===== src/rtl/peripheral_mpi_bus_initiator.sv =====
// Single-outstanding generic-bus initiator: command in, bus cycle out, response back.
// Optional REQ-state abort when PERIPHERAL_MPI_BUS_TIMEOUT_EN is defined.
module peripheral_mpi_bus_initiator #(
  parameter int TIMEOUT_CYCLES = 255
) (
  input  logic        clk,
  input  logic        rst,
  input  logic        cmd_valid,
  output logic        cmd_ready,
  input  logic        cmd_we,
  input  logic [31:0] cmd_addr,
  input  logic [31:0] cmd_data,
  output logic        rsp_valid,
  input  logic        rsp_ready,
  output logic [31:0] rsp_data,
  output logic        rsp_err,
  output logic        rsp_timeout,
  output logic [31:0] bus_addr,
  output logic        bus_we,
  output logic        bus_en,
  output logic [31:0] bus_data_out,
  input  logic [31:0] bus_data_in,
  input  logic        bus_ack,
  input  logic        bus_err,
  output logic        busy
);

  typedef enum logic [1:0] {
    IDLE,
    REQ,
    RESP
  } state_t;

  state_t      state;
  state_t      state_nxt;
  logic        we_q;
  logic [31:0] addr_q;
  logic [31:0] wdata_q;
  logic [31:0] rdata_q;
  logic        err_q;
  logic        tmo_q;
  logic        hit;
  logic        tmo;
  logic        done;

  assign hit  = bus_ack | bus_err;
  assign done = (state == REQ) & (hit | tmo);

`ifdef PERIPHERAL_MPI_BUS_TIMEOUT_EN
  localparam logic [15:0] TMO_LAST = 16'(TIMEOUT_CYCLES - 1);

  logic [15:0] cnt;

  // Count REQ cycles with no completion; cleared whenever not in REQ.
  always_ff @(posedge clk or negedge rst) begin
    if (!rst) begin
      cnt <= '0;
    end else if (state != REQ) begin
      cnt <= '0;
    end else if (!hit) begin
      cnt <= cnt + 16'd1;
    end
  end

  assign tmo = (state == REQ) & ~hit & (cnt == TMO_LAST);
`else
  localparam int unused_timeout = TIMEOUT_CYCLES;

  assign tmo = 1'b0;
`endif

  // State register.
  always_ff @(posedge clk or negedge rst) begin
    if (!rst) begin
      state <= IDLE;
    end else begin
      state <= state_nxt;
    end
  end

  // Next-state: accept in IDLE, finish REQ on ack/err/timeout, drain RESP.
  always_comb begin
    state_nxt = state;
    unique case (state)
      IDLE: if (cmd_valid) state_nxt = REQ;
      REQ:  if (hit || tmo) state_nxt = RESP;
      RESP: if (rsp_ready) state_nxt = IDLE;
      default: state_nxt = IDLE;
    endcase
  end

  // Command capture and response capture; err beats ack, ack beats timeout.
  always_ff @(posedge clk or negedge rst) begin
    if (!rst) begin
      we_q    <= 1'b0;
      addr_q  <= '0;
      wdata_q <= '0;
      rdata_q <= '0;
      err_q   <= 1'b0;
      tmo_q   <= 1'b0;
    end else begin
      if (state == IDLE && cmd_valid) begin
        we_q    <= cmd_we;
        addr_q  <= cmd_addr;
        wdata_q <= cmd_data;
      end
      if (done) begin
        err_q   <= bus_err | tmo;
        tmo_q   <= tmo;
        rdata_q <= (bus_ack && !bus_err && !we_q) ? bus_data_in : '0;
      end
    end
  end

  assign cmd_ready    = (state == IDLE);
  assign busy         = (state != IDLE);
  assign bus_en       = (state == REQ);
  assign bus_we       = (state == REQ) & we_q;
  assign bus_addr     = addr_q;
  assign bus_data_out = wdata_q;
  assign rsp_valid    = (state == RESP);
  assign rsp_data     = rdata_q;
  assign rsp_err      = err_q;
  assign rsp_timeout  = tmo_q;

endmodule

===== config.mk =====
export PLATFORM = sky130hd
export DESIGN_NAME = peripheral_mpi_bus_initiator
export DESIGN_NICKNAME = d
export VERILOG_FILES = /design/src/rtl/peripheral_mpi_bus_initiator.sv
export SDC_FILE = /design/constraint.sdc
export NUM_CORES = 1
export LEC_CHECK = 0
export BUFFER_PORTS_ARGS = -buffer_cell sky130_fd_sc_hd__buf_2
export CELL_PAD_IN_SITES_DETAIL_PLACEMENT = 1
export CELL_PAD_IN_SITES_GLOBAL_PLACEMENT = 1
export CORE_MARGIN = 2
export CORE_UTILIZATION = 30
export CTS_BUF_LIST = sky130_fd_sc_hd__clkbuf_4
export CTS_CLUSTER_DIAMETER = 100
export DETAILED_ROUTE_END_ITERATION = 10
export PLACE_DENSITY_LB_ADDON = 0.1
export SLEW_MARGIN = 20
export SYNTH_ARGS = -nofsm -noshare
export SYNTH_HDL_FRONTEND = slang
export SYNTH_SLANG_ARGS = --single-unit

===== constraint.sdc =====
create_clock -name clk -period 1.9 [get_ports clk]
set_clock_uncertainty 0.2 [all_clocks]
set_input_delay 0.19 -clock clk [delete_from_list [all_inputs] [get_ports clk]]
set_output_delay 0.19 -clock clk [all_outputs]
set_load 0.005 [all_outputs]

# Yosys cells after proc, flatten, opt, wreduce, memory -nomap -nowiden
# Cells that the tools add are included.
dict set report op_classes {
  eq_ne 5
  mux 5
  bitwise_logic 3
  reduce_logical 8
}
# op count
set op_table {}
lappend op_table {{two-way mux 32 bit} 1}
lappend op_table {{two-way mux 2 bit} 3}
lappend op_table {{one-hot mux 2 bit (3 select lines)} 1}
lappend op_table {{!= test 2 x 1 -> 1 bit, second input constant} 2}
lappend op_table {{logical AND 1 bit} 3}
lappend op_table {{AND reduction 3 bit} 1}
lappend op_table {{AND 1 bit} 2}
lappend op_table {{== test 2 x 1 -> 1 bit, second input constant} 1}
lappend op_table {{== test 2 bit, second input constant} 1}
lappend op_table {{logical NOT 1 bit} 2}
lappend op_table {{logical NOT 2 bit} 1}
lappend op_table {{!= test 2 bit, second input constant} 1}
lappend op_table {{nonzero test 2 bit} 1}
lappend op_table {{bitwise OR 1 bit} 1}
dict set report word_totals {
  ff_bits 100
  in_bits 103
  output_inout_bits 103
  elab_cells 27
}

# Logic depth before layout (Yosys ltp)
dict set report depth {
  ltp_word 4
  ltp_mapped 5
}

# Least setup slack after synthesis
# No wires, ideal clock.
dict set report synth_path {
  kind {register -> register}
  start {register state[1]}
  end {register addr_q[0] (netlist: bus_addr[0])}
  arrival_ps 1305
  required_time_ps 1575
  setup_slack_ps 270
  stages_incl_launch_ff 6
  period_less_slack_ps 1630
  path_cell_list {dfrtp_1 > nor2_2 > and2_1 > buf_6 > buf_6 > mux2_4}
}
dict set report synth_between {
  elab_chain_cells 2
}
# item line
set synth_rtl {}
lappend synth_rtl {{start: declaration} 34} ;# state_t state;
lappend synth_rtl {{start signal: assignment} 77} ;# state <= state_nxt;
lappend synth_rtl {{logical NOT 2 bit} -}
lappend synth_rtl {{net cmd_ready} 9} ;# output logic cmd_ready,
lappend synth_rtl {{logical AND 1 bit} 102} ;# if (state == IDLE && cmd_valid) begin
lappend synth_rtl {{end signal: assignment} 104} ;# addr_q <= cmd_addr;
lappend synth_rtl {{end: declaration} 37} ;# logic [31:0] addr_q;
# The timed path passes the listed nets, and every way through them passes these cells.
# A chain may end at the register's enable or synchronous reset.

# Worst setup path after layout
dict set report layout_path {
  start {register state[0]}
  end {register wdata_q[4] (netlist: bus_data_out[4])}
}
dict set report layout_between {
  elab_chain_cells 2
}
# item line
set layout_rtl {}
lappend layout_rtl {{logical NOT 2 bit} 102}
lappend layout_rtl {{logical AND 1 bit} 102}
lappend layout_rtl {{end signal: assignment} 105} ;# wdata_q <= cmd_data;
lappend layout_rtl {{end: declaration} 38} ;# logic [31:0] wdata_q;
# Every way passes these cells.

==> results.md <==
- Avg Vias per Cell: 4.36
- Cell count of the worst reg-to-reg path: 5
- Sequential Power Share: 42.9%
- Hpwl dp: 7510 um
- Setup TNS: 0 ns
- Hold crit path type: in2reg
- Finished Cell Area: 0.00646 mm^2
- Initial antenna violation count: 0
- Area Overhead vs Synth: 66.1%
- Drt first pass iters: 4
- Initial Utilization: 30.8%
- Final slew viol count: 0
- Max-Cap Viols: 0
- Main combinational cell family by area after synthesis: multiplexers
- Via count: 3,189
- First-pass GRT wire length: approximately 20,000 um
- Status: complete, no violations
- Commonest non-fill, non-tap cell in the layout: buf_2
- Synth Area in XOR/XNOR: 0%
- Unrepaired setup endpoints after global routing: false
- Inserted Diodes: 0
- IO Count: 206
- Crit path time final: 1.81 ns
- Comb power frac: approximately 44%
- Adder-cell share of the synthesized area: 0%
- Mapped Avg Cell Area: 16.8 um^2
- Area post-placement: 0.00519 mm^2
- CP Class: reg2reg
- Switching share of power: a little under a third
- Mapped Cells: 232
- Most Crowded Layer GR: met2
- GR Layer Usage met1: about a fifth
- Largest net degree at the start of global routing: 46
- Netlist cell types: 21
- Routability cong.: 0.741
- EDFF count, synth: 0
- Power Internal: 5840 uW
- Post-synth top flop: dfrtp_1
- Clock tree buffer depth: 2
- Clock tree sinks: 100
- WP data arrival: 1.96 ns
- Place WS: about 0.17 ns
- Crit. End Element: flop
- WHS Path Cells: 3
- Clk Latency, worst-skew pair: ~0.45 ns
- Post-synthesis sequential area ratio: 64.3%
- Gr ovfl total: 0
- Wirelength per Cell: between 15 and 20 um
- Worst EP required: just over 2 ns
- PwrDens: 1310 mW/mm^2
- Die area: roughly 0.014 mm^2
- Most frequent cells in the layout: 203 x buf_2, 105 x dlygate4sd3_1, 100 x dfrtp_1
- Number of routed nets with antenna violations: 0
- Total track usage: 17.9%
- Compound-Gate Fraction of Synth Area: 8.04%
- Mux cell area share after synthesis: 22.6%
- FMAX: 553 MHz
- Clk pin slew, worst setup/hold paths: about 0.14 ns
- Core Rows: 41
- Nets: 658
- Finish-stage setup viols: 0
- Part of the power in the clock network: 13.0%
- Pleak: between 0.003 and 0.004 uW
- DRC viols: 0
- Layout cells sized above 1: 54.7%
- Peak VDD IR: 0.580 mV
- Final core utilization: between 50% and 60%
- Fin crit share: 95.2%
- Root Buffer: clkbuf_4
- CTS tree: yes
- CTS H-tree depth: 3
- Total CTS buffers: 9
- Mapped cell area: between 0.003 and 0.004 mm^2
- Syn nets: 335
- Core box area: 0.0126 mm^2
- Synth Area in Simple Gates: 1.99%
- Final hold vios: 0
- Critical path fanouts, max: 17
- Startpoint types: flop
- Die Y: approximately 120 um
- # port buffers: roughly 200
- WHS: roughly 0.051 ns
- Share of synthesized flip-flops with an asynchronous set or reset: 100%
- 1st-iter DRT viols: 108
- Yosys reg bits: 100
- Vias in the first global route: about 3,700
- Die W: 118 um
- Synth Warn #: 0
- Routed WL: 11,900 um
- P_sw: 2640 uW
- Met2 GRT Util: 30.9%
- Met3 Use GR: 4.55%
- Post-layout worst setup margin: approximately 0.092 ns
path summary, 6_finish.rpt:
check                              from               end  slack [ns]
max                            state[0]   bus_data_out[4]        0.09
min                           cmd_valid      bus_addr[14]        0.05
max reg2reg                    state[0]   bus_data_out[4]        0.09
min reg2reg                rsp_data[22]      rsp_data[22]        0.31
max in group asynchronous           rst   bus_data_out[2]        0.42
min in group asynchronous           rst  bus_data_out[15]        0.52
synth_stat cells, types with 2 or more instances:
cell type / n / area (um^2)
inv_1: 2 / 7.51
and2_1: 2 / 12.5
nand3b_1: 2 / 15.0
buf_2: 8 / 40.0
mux2_4: 39 / 586
dfrtp_1: 100 / 2500
nand2b_1: 2 / 12.5
buf_6: 5 / 56.3
mux2_2: 26 / 293
a22o_1: 31 / 272
o21ai_0: 5 / 25.0
timing repair:
action | CTS | global route
pin swaps | 0 | 1
endpoints found under the hold margin | 200 | 0
setup buffers | 3 | 4
cloned | 0 | 2
endpoints found under the setup margin | 2 | 51
hold buffers | 105 | 0
gates resized for setup | 2 | 4
sequential cells by signal, summed over array words and instances, names as in the netlist:
register,cells
state,2
bus_addr,32
rsp_err,1
rsp_data,32
we_q,1
bus_data_out,32
layout make-up:
cell class                      instances  area, um^2
Fill cell                            1373        6160
Sequential cell                       100        2500
Timing Repair Buffer                  325        2300
Multi-Input combinational cell        116        1300
Tap cell                              172         215
Clock buffer                           12        90.1
Clock inverter                          3        38.8
Inverter                                3        12.5
worst max-delay path, cell delays in order (launching register included):
cell,delay (ns)
dfrtp_1,0.43
buf_4,0.15
nor2_4,0.11
and2_4,0.26
buf_12,0.19
mux2_2,0.35
layer usage:
metal / vias up / wire length [um]
met5: - / 0
li1: 1479 / -
met2: 115 / 6030
met1: 1577 / 4990
met3: 18 / 680
met4: 0 / 246
power groups by stage:
stage                     logic [uW]  registers, uW  clock network (uW)
after detailed placement        3380           3660                   0
after global routing            4050           3780                1250
after floorplan                 1700           3730                   0
after CTS                       3650           3630                1170
final                           3740           3640                1110
after global placement          3320           3660                   0
kinds of logic after synthesis:
| kind of cell | Yosys count |
|---|---|
| multiplexers | 65 |
| flip-flops | 100 |
| buffers and inverters | 17 |
| AO/OA/AOI/OAI | 38 |
| other | 1 |
| AND/OR/NAND/NOR | 11 |
through the flow:
| stage | total power [uW] | std cells |
|---|---|---|
| detailed placement | 7040 | 603 |
| global route | 9090 | 731 |
| global placement | 6980 | 603 |
| floorplan | 5430 | 232 |
| CTS | 8450 | 725 |
| finish | 8480 | 731 |
Note: power is estimated with default switching activity, not from simulation.
